### src/rtl/pc_branch_unit_pkg.sv
// Shared types for the decode-stage branch resolver: PC actions, branch kinds
// and the resolver FSM state.
package pc_branch_unit_pkg;

    typedef enum logic [1:0] {
        ACT_NONE   = 2'd0,
        ACT_INC    = 2'd1,
        ACT_OFFSET = 2'd2,
        ACT_JUMP   = 2'd3
    } pc_action_t;

    typedef enum logic [2:0] {
        BR_NONE = 3'd0,
        BR_J    = 3'd1,
        BR_BEQ  = 3'd2,
        BR_BNE  = 3'd3,
        BR_BLEZ = 3'd4,
        BR_BGTZ = 3'd5,
        BR_BLTZ = 3'd6,
        BR_BGEZ = 3'd7
    } pc_branch_t;

    typedef enum logic {
        ST_IDLE = 1'b0,
        ST_SLOT = 1'b1
    } br_state_t;

endpackage

### src/rtl/pc_branch_unit_if.sv
// Decode-to-PC bundle: branch operands in, PC action / offset / jump out.
interface pc_branch_unit_if
    import pc_branch_unit_pkg::*;
#(
    parameter int DATA_W   = 32,
    parameter int OFFSET_W = 16,
    parameter int JUMP_W   = 22
);
    // br_* are consumed only when the resolver is idle and stall is low;
    // there is no backpressure beyond stall and busy.
    logic                stall;
    logic                br_valid;
    pc_branch_t          br_kind;
    logic [DATA_W-1:0]   rs_val;
    logic [DATA_W-1:0]   rt_val;
    logic [OFFSET_W-1:0] imm;
    logic [JUMP_W-1:0]   target;
    pc_action_t          act;
    logic [OFFSET_W:0]   offset;
    logic [JUMP_W-1:0]   jump;
    logic                flush;
    logic                busy;

    modport master (
        output stall, br_valid, br_kind, rs_val, rt_val, imm, target,
        input  act, offset, jump, flush, busy
    );

    modport slave (
        input  stall, br_valid, br_kind, rs_val, rt_val, imm, target,
        output act, offset, jump, flush, busy
    );
endinterface

### src/rtl/pc_branch_cond.sv
// Branch condition evaluator: signed compares of rs against zero or rt.
module pc_branch_cond
    import pc_branch_unit_pkg::*;
#(
    parameter int DATA_W = 32
) (
    input  pc_branch_t        kind,
    input  logic [DATA_W-1:0] rs,
    input  logic [DATA_W-1:0] rt,
    output logic              taken
);
    logic rs_neg;
    logic rs_zero;

    assign rs_neg  = rs[DATA_W-1];
    assign rs_zero = (rs == '0);

    always_comb begin
        taken = 1'b0;
        case (kind)
            BR_J:    taken = 1'b1;
            BR_BEQ:  taken = (rs == rt);
            BR_BNE:  taken = (rs != rt);
            BR_BLEZ: taken = rs_neg | rs_zero;
            BR_BGTZ: taken = ~rs_neg & ~rs_zero;
            BR_BLTZ: taken = rs_neg;
            BR_BGEZ: taken = ~rs_neg;
            default: taken = 1'b0;
        endcase
    end
endmodule

### src/rtl/pc_branch_unit.sv
// Decode-stage control-flow resolver: issues the PC action, sequences the
// optional delay slot and squashes the wrong-path fetch.
module pc_branch_unit
    import pc_branch_unit_pkg::*;
#(
    parameter int ADDR_W     = 32,
    parameter int DATA_W     = 32,
    parameter int OFFSET_W   = 16,
    parameter int JUMP_W     = 22,
    parameter bit DELAY_SLOT = 1'b1
) (
    input  logic              clk,
    input  logic              rst,
    pc_branch_unit_if.slave   bus,
    output br_state_t         dbg_state
);
    localparam logic [OFFSET_W:0] OFF_ONE = {{OFFSET_W{1'b0}}, 1'b1};

    // The jump field is word-indexed and must fit inside the PC.
    if (ADDR_W < JUMP_W + 2) begin : g_bad_addr_w
        $error("pc_branch_unit: ADDR_W too small for JUMP_W");
    end

    br_state_t         state, state_nx;
    pc_branch_t        kind;
    logic              taken;
    logic              load;
    logic              pend_jump;
    logic [OFFSET_W:0] pend_off;
    logic [JUMP_W-1:0] pend_tgt;
    logic [OFFSET_W:0] imm_sext;
    logic [OFFSET_W:0] imm_adj;

    assign kind = bus.br_valid ? bus.br_kind : BR_NONE;

    pc_branch_cond #(.DATA_W(DATA_W)) u_cond (
        .kind  (kind),
        .rs    (bus.rs_val),
        .rt    (bus.rt_val),
        .taken (taken)
    );

    // Fetch is one instruction further along by the time a slot redirect
    // issues, so the pending offset is pulled back by one.
    assign imm_sext = {bus.imm[OFFSET_W-1], bus.imm};
    assign imm_adj  = imm_sext - OFF_ONE;

    always_ff @(posedge clk) begin
        if (rst) begin
            state     <= ST_IDLE;
            pend_jump <= 1'b0;
            pend_off  <= '0;
            pend_tgt  <= '0;
        end else begin
            state <= state_nx;
            if (load) begin
                pend_jump <= (kind == BR_J);
                pend_off  <= imm_adj;
                pend_tgt  <= bus.target;
            end
        end
    end

    always_comb begin
        state_nx   = state;
        load       = 1'b0;
        bus.act    = ACT_NONE;
        bus.offset = '0;
        bus.jump   = '0;
        bus.flush  = 1'b0;
        if (!rst && !bus.stall) begin
            case (state)
                ST_IDLE: begin
                    if (!taken) begin
                        bus.act = ACT_INC;
                    end else if (DELAY_SLOT) begin
                        bus.act  = ACT_INC;
                        load     = 1'b1;
                        state_nx = ST_SLOT;
                    end else begin
                        bus.flush = 1'b1;
                        if (kind == BR_J) begin
                            bus.act  = ACT_JUMP;
                            bus.jump = bus.target;
                        end else begin
                            bus.act    = ACT_OFFSET;
                            bus.offset = imm_sext;
                        end
                    end
                end
                ST_SLOT: begin
                    bus.flush = 1'b1;
                    state_nx  = ST_IDLE;
                    if (pend_jump) begin
                        bus.act  = ACT_JUMP;
                        bus.jump = pend_tgt;
                    end else begin
                        bus.act    = ACT_OFFSET;
                        bus.offset = pend_off;
                    end
                end
                default: state_nx = ST_IDLE;
            endcase
        end
    end

    assign bus.busy  = (state == ST_SLOT) && !rst;
    assign dbg_state = state;
endmodule

### src/flat_wrapper.sv
// flat-port wrapper written by rule: the top's interface ports become plain ports
module pc_branch_unit_flat import pc_branch_unit_pkg::*;
#(
    parameter int ADDR_W     = 32,
    parameter int DATA_W     = 32,
    parameter int OFFSET_W   = 16,
    parameter int JUMP_W     = 22,
    parameter bit DELAY_SLOT = 1'b1
)
  (clk, rst, dbg_state, bus_stall, bus_br_valid, bus_br_kind, bus_rs_val, bus_rt_val, bus_imm, bus_target, bus_act, bus_offset, bus_jump, bus_flush, bus_busy);
  pc_branch_unit_if #(.DATA_W(DATA_W), .OFFSET_W(OFFSET_W), .JUMP_W(JUMP_W)) bus_i ();
  input  logic clk;
  input  logic rst;
  output br_state_t dbg_state;
  input wire logic [$bits(bus_i.stall)-1:0] bus_stall;
  input wire logic [$bits(bus_i.br_valid)-1:0] bus_br_valid;
  input wire logic [$bits(bus_i.br_kind)-1:0] bus_br_kind;
  input wire logic [$bits(bus_i.rs_val)-1:0] bus_rs_val;
  input wire logic [$bits(bus_i.rt_val)-1:0] bus_rt_val;
  input wire logic [$bits(bus_i.imm)-1:0] bus_imm;
  input wire logic [$bits(bus_i.target)-1:0] bus_target;
  output wire logic [$bits(bus_i.act)-1:0] bus_act;
  output wire logic [$bits(bus_i.offset)-1:0] bus_offset;
  output wire logic [$bits(bus_i.jump)-1:0] bus_jump;
  output wire logic [$bits(bus_i.flush)-1:0] bus_flush;
  output wire logic [$bits(bus_i.busy)-1:0] bus_busy;
  assign bus_i.stall = bus_stall;
  assign bus_i.br_valid = bus_br_valid;
  assign bus_i.br_kind = bus_br_kind;
  assign bus_i.rs_val = bus_rs_val;
  assign bus_i.rt_val = bus_rt_val;
  assign bus_i.imm = bus_imm;
  assign bus_i.target = bus_target;
  assign bus_act = bus_i.act;
  assign bus_offset = bus_i.offset;
  assign bus_jump = bus_i.jump;
  assign bus_flush = bus_i.flush;
  assign bus_busy = bus_i.busy;
  pc_branch_unit #(.ADDR_W(ADDR_W), .DATA_W(DATA_W), .OFFSET_W(OFFSET_W), .JUMP_W(JUMP_W), .DELAY_SLOT(DELAY_SLOT)) u_core (.clk(clk), .rst(rst), .bus(bus_i), .dbg_state(dbg_state));
endmodule
### config.mk
export PLATFORM = sky130hd
export DESIGN_NAME = pc_branch_unit_flat
export DESIGN_NICKNAME = d
export VERILOG_FILES = /design/src/rtl/pc_branch_unit_pkg.sv /design/src/rtl/pc_branch_unit_if.sv /design/src/rtl/pc_branch_cond.sv /design/src/rtl/pc_branch_unit.sv /design/src/flat_wrapper.sv
export SDC_FILE = /design/constraint.sdc
export NUM_CORES = 1
export LEC_CHECK = 0
export CORE_MARGIN = 1.5
export CORE_UTILIZATION = 41
export CTS_CLUSTER_DIAMETER = 120
export DETAILED_ROUTE_END_ITERATION = 6
export PLACE_DENSITY = 0.85
export SYNTH_ARGS = -nofsm -noshare
export SYNTH_HDL_FRONTEND = slang
export SYNTH_SLANG_ARGS = --single-unit
### constraint.sdc
create_clock -name clk -period 4.9 [get_ports clk]
set_input_delay 0.98 -clock clk [delete_from_list [all_inputs] [get_ports clk]]
set_output_delay 0.98 -clock clk [all_outputs]
set_load 0.02 [all_outputs]
==> reports/metrics.yaml, run 1 <==
drt:
  drt_iter0_drc: 113
  num_vias: 2938
  routed-wl-met3_um: 574
  top_layer_used: "met4"
  firstDrtPassIters: 4
  wl_per_cell_um: 15.43
  drt-total-wl_mm: 8.409
  wl_met2_mm: 4.211
  vias_per_cell: 5.391
  drc: 0
  detail-route-antenna-nets: 0
  wl_met1_mm: 3.404
sta:
  min_period_over_period_pct: 82.98
  relSlewSlack_pct: 38.77
  fin_crit_ns: 4.066
  drv_slew: 0
  clock_skew_ns: 0.008028
  hold_violations: 0
  worst-slew-pin-transition_ns: 0.9184
  finalSetupViolCount: 0
  clock.fmax_mhz: 245.9
  finalSetupTns_ns: 0
  rsz0062_at_grt: "no"
yosys:
  seq_area_frac_synth_pct: 31.51
  avgSynthCellArea_um2: 7.942
  ys_types: 42
  synth_nets: 438
  synthesis.area_um2: 2605
  synth_warnings: 0
  ys_ff_latch: 41
  synth_cells: 328
final_layout:
  final_cell_mix: "152 x clkdlybuf4s50_1, 41 x dfxtp_1, 40 x a21oi_1, 34 x xor2_1, 33 x nand3_1"
  layout_commonest_cell: "clkdlybuf4s50_1"
  syn2layout_area_growth_pct: 62.68
  layout-drive-gt1-share_pct: 4.681
  fin_util_pct: 70.33
  design_area_um2: 4238
  fillers: 479
  num-nets-final: 579
  n_antenna_cell: 0
power:
  leakage_nw: 1.526
  p_per_area_nw_per_um2: 178.0
  irDropWorstVdd_uv: 151.2
floorplan:
  num_io_pins: 153
  die_y_um: 82.71
  row_count: 28
  die_w_um: 82.71
  dieArea_um2: 6841
  start_util_pct: 43.23
  core_area_um2: 6026
clocking:
  post_cts_resized: 0
  cts_buffers: 5
  cts_tree: "yes"
  root_buffer: "clkbuf_8"
  cts_setup_buffers: 0
  worstSkewPairLatency_ns: 0.29
  cts_buffer_depth: 2
  hold_buffers: 0
  htreeDepth: 2
  cts_sinks: 41
  path_clk_slew_ns: 0.08
placed_design:
  gp_congestion: 0.8388
  dpl_cell_area_um2: 4141
  hpwl_mm: 6.530
  portBuffers: 152
global_route:
  grt_pass1_vias: 2824
  grt_usage_pct: 24.83
  grt_pass1_wl_mm: 12.99
  grt-ovfl-total: 0
  antenna_found_initial: 0
  grt_max_degree: 42
run_status:
  status: "complete, no violations"
critical_path:
  cp-end-kind: "output pin"
  required_ns: 3.92
  critPathMaxFanout: 41
  worstSetupStartpointType: "input port"
  path_class: "input port to output pin"
  worstPathArrival_ns: 3.09
hold_path:
  hold_class: "flip-flop to flip-flop"
flow_run:
  maxCapViolations: 0
-- through the flow --
step                      power [mW]  setup WS (ns)  std cells  hold slack (ns)
final                         0.7543         0.8338        545           0.4748
after global routing          0.7910         0.6670        545           0.4987
after CTS                     0.7593         0.8014        545           0.4772
after detailed placement      0.5299         0.8152        537           0.4647
after global placement        0.5267         0.8434        537           0.4570
after floorplan               0.4161          1.591        328           0.4435
-- layout make-up --
class | instances | area [um^2] | share of cell area, %
multi-input cells | 259 | 1642 | 38.74
repair buffers | 159 | 1574 | 37.14
inverters | 3 | 11.26 | 0.2657
flip-flops and latches | 41 | 820.8 | 19.37
clock inverters | 2 | 13.76 | 0.3248
well taps | 75 | 93.84 | 2.214
clock buffers | 6 | 82.58 | 1.949
-- worst max-delay path, stage by stage --
cell	delay (ns)
clkdlybuf4s50_1	0.41
buf_4	0.26
nor2b_1	0.23
nor2b_1	0.22
buf_4	0.20
and3_1	0.18
clkdlybuf4s50_1	0.60
-- worst paths after layout --
| kind | start | to | slack [ns] | cells after the start |
|---|---|---|---|---|
| worst max-delay path | rst | bus_jump[6] | 0.83 | 7 |
| worst min-delay path | u_core.pend_tgt[4]$_SDFFE_PP0P_ | u_core.pend_tgt[4]$_SDFFE_PP0P_ | 0.47 | 2 |
| worst max register to register | u_core.dbg_state$_SDFFE_PP0P_ | u_core.pend_off[16]$_SDFFE_PP0P_ | 2.66 | 3 |
| worst min register to register | u_core.pend_tgt[4]$_SDFFE_PP0P_ | u_core.pend_tgt[4]$_SDFFE_PP0P_ | 0.47 | 2 |
-- layer usage --
layer | GRT usage, % | vias up
met4 | 9.667 | 0
met3 | 5.495 | 24
li1 | - | 1473
met5 | 0 | -
met1 | 29.19 | 1329
met2 | 43.66 | 112
-- registers in the layout (all words and copies together), names as in the netlist --
name,count
u_core.pend_jump,1
u_core.pend_off,17
u_core.dbg_state,1
u_core.pend_tgt,22
-- synthesized netlist by cell type, drive strengths merged --
| library cell | number | share of area [%] |
|---|---|---|
| nand3 | 33 | 6.3 |
| o21bai | 1 | 0.29 |
| nor4b | 1 | 0.34 |
| o31a | 1 | 0.34 |
| inv | 3 | 0.43 |
| nor2 | 6 | 0.96 |
| dfxtp | 41 | 32 |
| o22a | 1 | 0.38 |
| a21o | 1 | 0.29 |
| xnor2 | 11 | 3.7 |
| a21oi | 40 | 7.7 |
| clkbuf | 18 | 2.7 |
| nor3b | 2 | 0.58 |
| o31ai | 1 | 0.29 |
| mux2i | 1 | 0.38 |
| nand2b | 3 | 0.72 |
| a31oi | 1 | 0.24 |
| and4 | 1 | 0.34 |
| ha | 1 | 0.48 |
| xor2 | 34 | 11 |
| o21ai | 29 | 5.6 |
| a211oi | 7 | 2.0 |
| buf | 7 | 2.6 |
| or4b | 1 | 0.38 |
| or4 | 2 | 0.72 |
| a311oi | 2 | 0.67 |
| and2 | 17 | 4.1 |
| or2 | 1 | 0.24 |
| and3 | 23 | 5.5 |
| o22ai | 1 | 0.48 |
| nor4 | 18 | 4.6 |
| nand3b | 1 | 0.29 |
| nand4 | 1 | 0.24 |
| nand2 | 7 | 1.0 |
| nor3 | 8 | 1.7 |
| nor2b | 2 | 0.48 |
-- cells by family (layout without fill, tap and decap cells) --
logic type	after synthesis	after routing	share of synthesized area, %
muxes	1	1	0.3843
adders and majority gates	1	1	0.4802
and+or+nand+nor	127	127	28.53
xor gates and xnor gates	45	45	15.13
AOI/OAI and AO/OA	85	85	18.25
DFF	41	41	31.51
buffers and inverters	28	170	5.716
-- report_power, final --
part	internal [mW]	total [mW]	switching, mW
Sequential	0.338	0.341	0.00269
Combinational	0.106	0.183	0.0763
Clock	0.114	0.231	0.117
Total	0.558	0.754	0.196
(Power assumes the default switching activity.)
==> run 2, diff against run 1 <==
- CORE_UTILIZATION: 41 -> 38
- PLACE_DENSITY: 0.85 -> 0.8
- clock period: 4.9 -> 4.08 ns (I/O delays scaled with it)
==> reports/metrics.yaml, run 2 (synthesized netlist as in run 1, its figures left out) <==
power:
  irDropWorstVdd_uv: 148.8
  clockPowerShare_pct: 38.6
  power_switching_mw: 0.2483
  leakage_nw: 1.553
  seqPwrFrac_pct: 39.7
  p_comb_share_pct: 21.6
  p_per_area_nw_per_um2: 239.6
  switching_share_pct: 24.11
  internal_power_mw: 0.7814
placed_design:
  gp_congestion: 0.8559
  preCtsSetupSlack_ns: 0.3585
  hpwl_mm: 6.741
  portBuffers: 152
  dp.cells: 541
  dpl_cell_area_um2: 4159
sta:
  hold_violations: 0
  finalSetupTns_ns: 0
  min_period_over_period_pct: 91.73
  final.setup.worst_slack_ns: 0.3372
  worst-slew-pin-transition_ns: 0.8119
  clock_skew_ns: 0.003742
  drv_slew: 0
  rsz0062_at_grt: "no"
  clock.fmax_mhz: 267.2
  finalSetupViolCount: 0
  fin_crit_ns: 3.743
  relSlewSlack_pct: 45.38
  timing.hold.ws_ns: 0.4756
global_route:
  grt-ovfl-total: 0
  antenna_found_initial: 0
  grt_pass1_wl_mm: 14.05
  grt_max_degree: 41
  grt_usage_pct: 23.74
  grt_pass1_vias: 2886
drt:
  num_vias: 2935
  drt_iter0_drc: 113
  detail-route-antenna-nets: 0
  vias_per_cell: 5.346
  drt-total-wl_mm: 8.716
  wl_per_cell_um: 15.88
  firstDrtPassIters: 4
  drc: 0
critical_path:
  cp-startpoint: "bus_stall"
  crit_slowest_cell: "clkdlybuf4s50_1"
  cpPeakStageDelay_ns: 0.60
  path_class: "input port to output pin"
  cpLargestDelayFamily: "buffers and inverters"
  required_ns: 3.26
  cp-end-kind: "output pin"
  worstSetupStartpointType: "input port"
  crit_path_frequent_cell: "clkdlybuf4s50_1"
  critPathMaxFanout: 15
  path_buf_inv: 3
  worstPathArrival_ns: 2.93
  reg2reg_from: "u_core.dbg_state$_SDFFE_PP0P_"
  path_cells: "clkdlybuf4s50_1 -> or2_1 -> nor3b_1 -> buf_4 -> and2_1 -> clkdlybuf4s50_1"
final_layout:
  stdcell_count: 549
  fillers: 547
  largest_register_ffs: 22
  syn2layout_area_growth_pct: 64.94
  layout-drive-gt1-share_pct: 5.085
  regMostFlops: "u_core.pend_tgt"
  final_cell_mix: "152 x clkdlybuf4s50_1, 41 x dfxtp_1, 40 x a21oi_1, 34 x xor2_1, 33 x nand3_1"
  reg.largest.list: "u_core.pend_tgt x22, u_core.pend_off x17"
  layout_commonest_cell: "clkdlybuf4s50_1"
  design_area_um2: 4297
  num-nets-final: 581
  n_antenna_cell: 0
clocking:
  worstSkewPairLatency_ns: 0.30
  cts_tree: "yes"
  cts_sinks: 41
  cts_buffers: 5
  cts_buffer_depth: 2
  root_buffer: "clkbuf_8"
  htreeDepth: 2
  path_clk_slew_ns: 0.08
  hold_buffers: 0
  cts_setup_buffers: 0
  post_cts_resized: 0
flow_run:
  maxCapViolations: 0
floorplan:
  core_area_um2: 6495
  row_count: 29
  num_io_pins: 153
  die_y_um: 85.80
  dieArea_um2: 7361
  die_w_um: 85.80
  start_util_pct: 40.11
hold_path:
  min_from: "u_core.pend_tgt[10]$_SDFFE_PP0P_"
  hold_class: "flip-flop to flip-flop"
run_status:
  status: "complete, no violations"
==> run 2: through the flow <==
stage / util (%) / total power, mW
floorplan: - / 0.4997
finish: 66.15 / 1.030
global placement: 64.03 / 0.6358
CTS: 66.15 / 1.035
global route: 66.15 / 1.073
detailed placement: 64.03 / 0.6389
==> run 2: path summary, 6_finish.rpt <==
kind / endpoint / slack [ns] / cells past startpoint
setup reg to reg: u_core.pend_off[4]$_SDFFE_PP0P_ / 2.14 / 4
hold / removal: u_core.pend_tgt[10]$_SDFFE_PP0P_ / 0.48 / 2
hold reg to reg: u_core.pend_tgt[10]$_SDFFE_PP0P_ / 0.48 / 2
setup / recovery: bus_offset[8] / 0.34 / 6
==> run 2: cell type report <==
cell class	instances	area, um^2	share of cell area, %
multi-input cells	259	1642	38.21
inverters	3	11.26	0.2621
clock inverters	3	68.82	1.602
repair buffers	161	1589	36.98
clock buffers	5	68.82	1.602
flip-flops and latches	41	820.8	19.10
well taps	77	96.34	2.242
==> run 2: power by group through the flow <==
stage                     Sequential (mW)  Combinational [mW]  Clock (mW)
after floorplan                     0.417              0.0823           0
after global placement              0.419               0.217           0
after detailed placement            0.418               0.220           0
after CTS                           0.409               0.222       0.405
after global routing                0.410               0.238       0.424
final                               0.409               0.223       0.398
==> run 2: worst reg2reg max path, stage by stage (launching register included) <==
cell	delay (ns)
dfxtp_1	0.37
or4b_1	0.52
buf_4	0.24
nor2_2	0.49
a311oi_1	0.17
==> run 2: metal layers <==
layer | wire (um) | up-vias | track usage [%] | share of wire, %
met5 | 0 | - | 0 | 0
met3 | 496 | 6 | 4.524 | 5.7
met2 | 4403 | 105 | 41.80 | 51
met1 | 3752 | 1353 | 30.24 | 43
met4 | 63 | 0 | 4.839 | 0.72
li1 | - | 1471 | - | -
==> run 3, diff against run 2 <==
- CORE_UTILIZATION: 38 -> 35
- PLACE_DENSITY: 0.8 -> 0.77
- clock period: 4.08 -> 3.01 ns (I/O delays scaled with it)
==> reports/metrics.yaml, run 3 (synthesized netlist as in run 1, its figures left out) <==
final_layout:
  design_area_um2: 4399
  fin_util_pct: 60.98
  n_antenna_cell: 0
  layout_commonest_cell: "clkdlybuf4s50_1"
  regMostFlops: "u_core.pend_tgt"
  final_cell_mix: "111 x clkdlybuf4s50_1, 41 x dfxtp_1, 40 x a21oi_1, 39 x dlygate4sd2_1, 34 x xor2_1"
  num-nets-final: 596
  fillers: 682
  multi_input_area_um2: 1644
  reg.largest.list: "u_core.pend_tgt x22, u_core.pend_off x17"
  layout-drive-gt1-share_pct: 8.008
  seq_area_um2: 820.8
  stdcell_count: 586
  syn2layout_area_growth_pct: 68.88
  largest_register_ffs: 22
clocking:
  worstSkewPairLatency_ns: 0.29
  root_buffer: "clkbuf_8"
  hold_buffers: 0
  htreeDepth: 2
  path_clk_slew_ns: 0.08
  cts_buffer_depth: 2
  cts_sinks: 41
  cts_buffers: 5
  cts_tree: "yes"
  cts_setup_buffers: 0
sta:
  finalSetupTns_ns: 0
  drv_slew: 0
  hold_violations: 0
  timing.hold.ws_ns: 0.4740
  clock_skew_ns: 0.002900
  relSlewSlack_pct: 73.51
  worst-slew-pin-transition_ns: 0.3937
  rsz0062_at_grt: "no"
  clock.fmax_mhz: 343.0
  fin_crit_ns: 2.915
  final.setup.worst_slack_ns: 0.09453
  finalSetupViolCount: 0
  min_period_over_period_pct: 96.86
placed_design:
  dpl_cell_area_um2: 4324
  preCtsSetupSlack_ns: -0.1516
  gp_congestion: 0.9549
  hpwl_mm: 7.007
  portBuffers: 152
  dp.cells: 578
global_route:
  grt_pass1_vias: 2940
  grt-ovfl-total: 0
  grt_max_degree: 34
  grt_pass1_wl_mm: 13.79
  grt_usage_pct: 22.42
  antenna_found_initial: 0
critical_path:
  worstSetupStartpointType: "input port"
  cpPeakStageDelay_ns: 0.65
  worstPathArrival_ns: 2.31
  crit_slowest_cell: "clkdlybuf4s50_1"
  path_class: "input port to output pin"
  path_cells: "clkdlybuf4s50_1 -> or2_1 -> buf_4 -> a21oi_1 -> clkdlybuf4s50_1"
  crit_path_frequent_cell: "clkdlybuf4s50_1"
  critPathMaxFanout: 3
  cp-end-kind: "output pin"
  required_ns: 2.41
hold_path:
  hold_class: "flip-flop to flip-flop"
run_status:
  status: "complete, no violations"
drt:
  drt-total-wl_mm: 8.865
  drc: 0
  drt_iter0_drc: 111
  wl_per_cell_um: 15.13
  firstDrtPassIters: 4
  num_vias: 2992
  vias_per_cell: 5.106
  detail-route-antenna-nets: 0
floorplan:
  num_io_pins: 153
  start_util_pct: 36.11
  die_y_um: 89.27
  core_area_um2: 7214
  die_w_um: 89.27
  dieArea_um2: 7969
  row_count: 31
power:
  leakage_nw: 1.850
  p_per_area_nw_per_um2: 303.7
  irDropWorstVdd_uv: 150.1
  total_power_mw: 1.336
flow_run:
  maxCapViolations: 0
run 3: worst max-delay path, delay by kind of cell:
kind | cells | cell delay, ns
buf+inv | 3 | 1.26
simple gates | 1 | 0.25
compound gates | 1 | 0.19
run 3: power breakdown:
group          leakage (nW)  switching, mW  internal, mW
clock network        0.0585          0.191         0.271
logic                  1.46          0.132         0.189
registers             0.331        0.00439         0.550
total                  1.85          0.327          1.01
run 3: final timing paths:
check,endpoint,slack (ns),from,cells past startpoint
worst max-delay path,bus_act[0],0.09,rst,5
worst min-delay path,u_core.pend_tgt[0]$_SDFFE_PP0P_,0.47,u_core.pend_tgt[0]$_SDFFE_PP0P_,2
worst max register to register,u_core.pend_jump$_SDFFE_PP0P_,1.33,u_core.dbg_state$_SDFFE_PP0P_,4
worst min register to register,u_core.pend_tgt[0]$_SDFFE_PP0P_,0.47,u_core.pend_tgt[0]$_SDFFE_PP0P_,2
run 3: cell type report:
class | instances | share of cell area [%]
multi-input cells | 259 | 37.37
flip-flops and latches | 41 | 18.66
well taps | 99 | 2.816
clock inverters | 1 | 0.6826
repair buffers | 176 | 38.25
clock buffers | 7 | 1.962
inverters | 3 | 0.2560
run 3: metal layers:
| layer | up-vias | share of wire (%) | routed length, um | GRT usage (%) |
|---|---|---|---|---|
| met5 | - | 0 | 0 | 0 |
| met2 | 79 | 51 | 4514 | 40.60 |
| met4 | 0 | 0.94 | 83 | 6.573 |
| met1 | 1398 | 44 | 3917 | 27.46 |
| met3 | 10 | 3.9 | 349 | 3.232 |
| li1 | 1505 | - | - | - |
run 3: what timing repair did:
item | 4_1_cts | 5_1_grt
gates cloned | 0 | 0
gates resized for setup | 40 | 2
endpoints found under the setup margin | 39 | 2
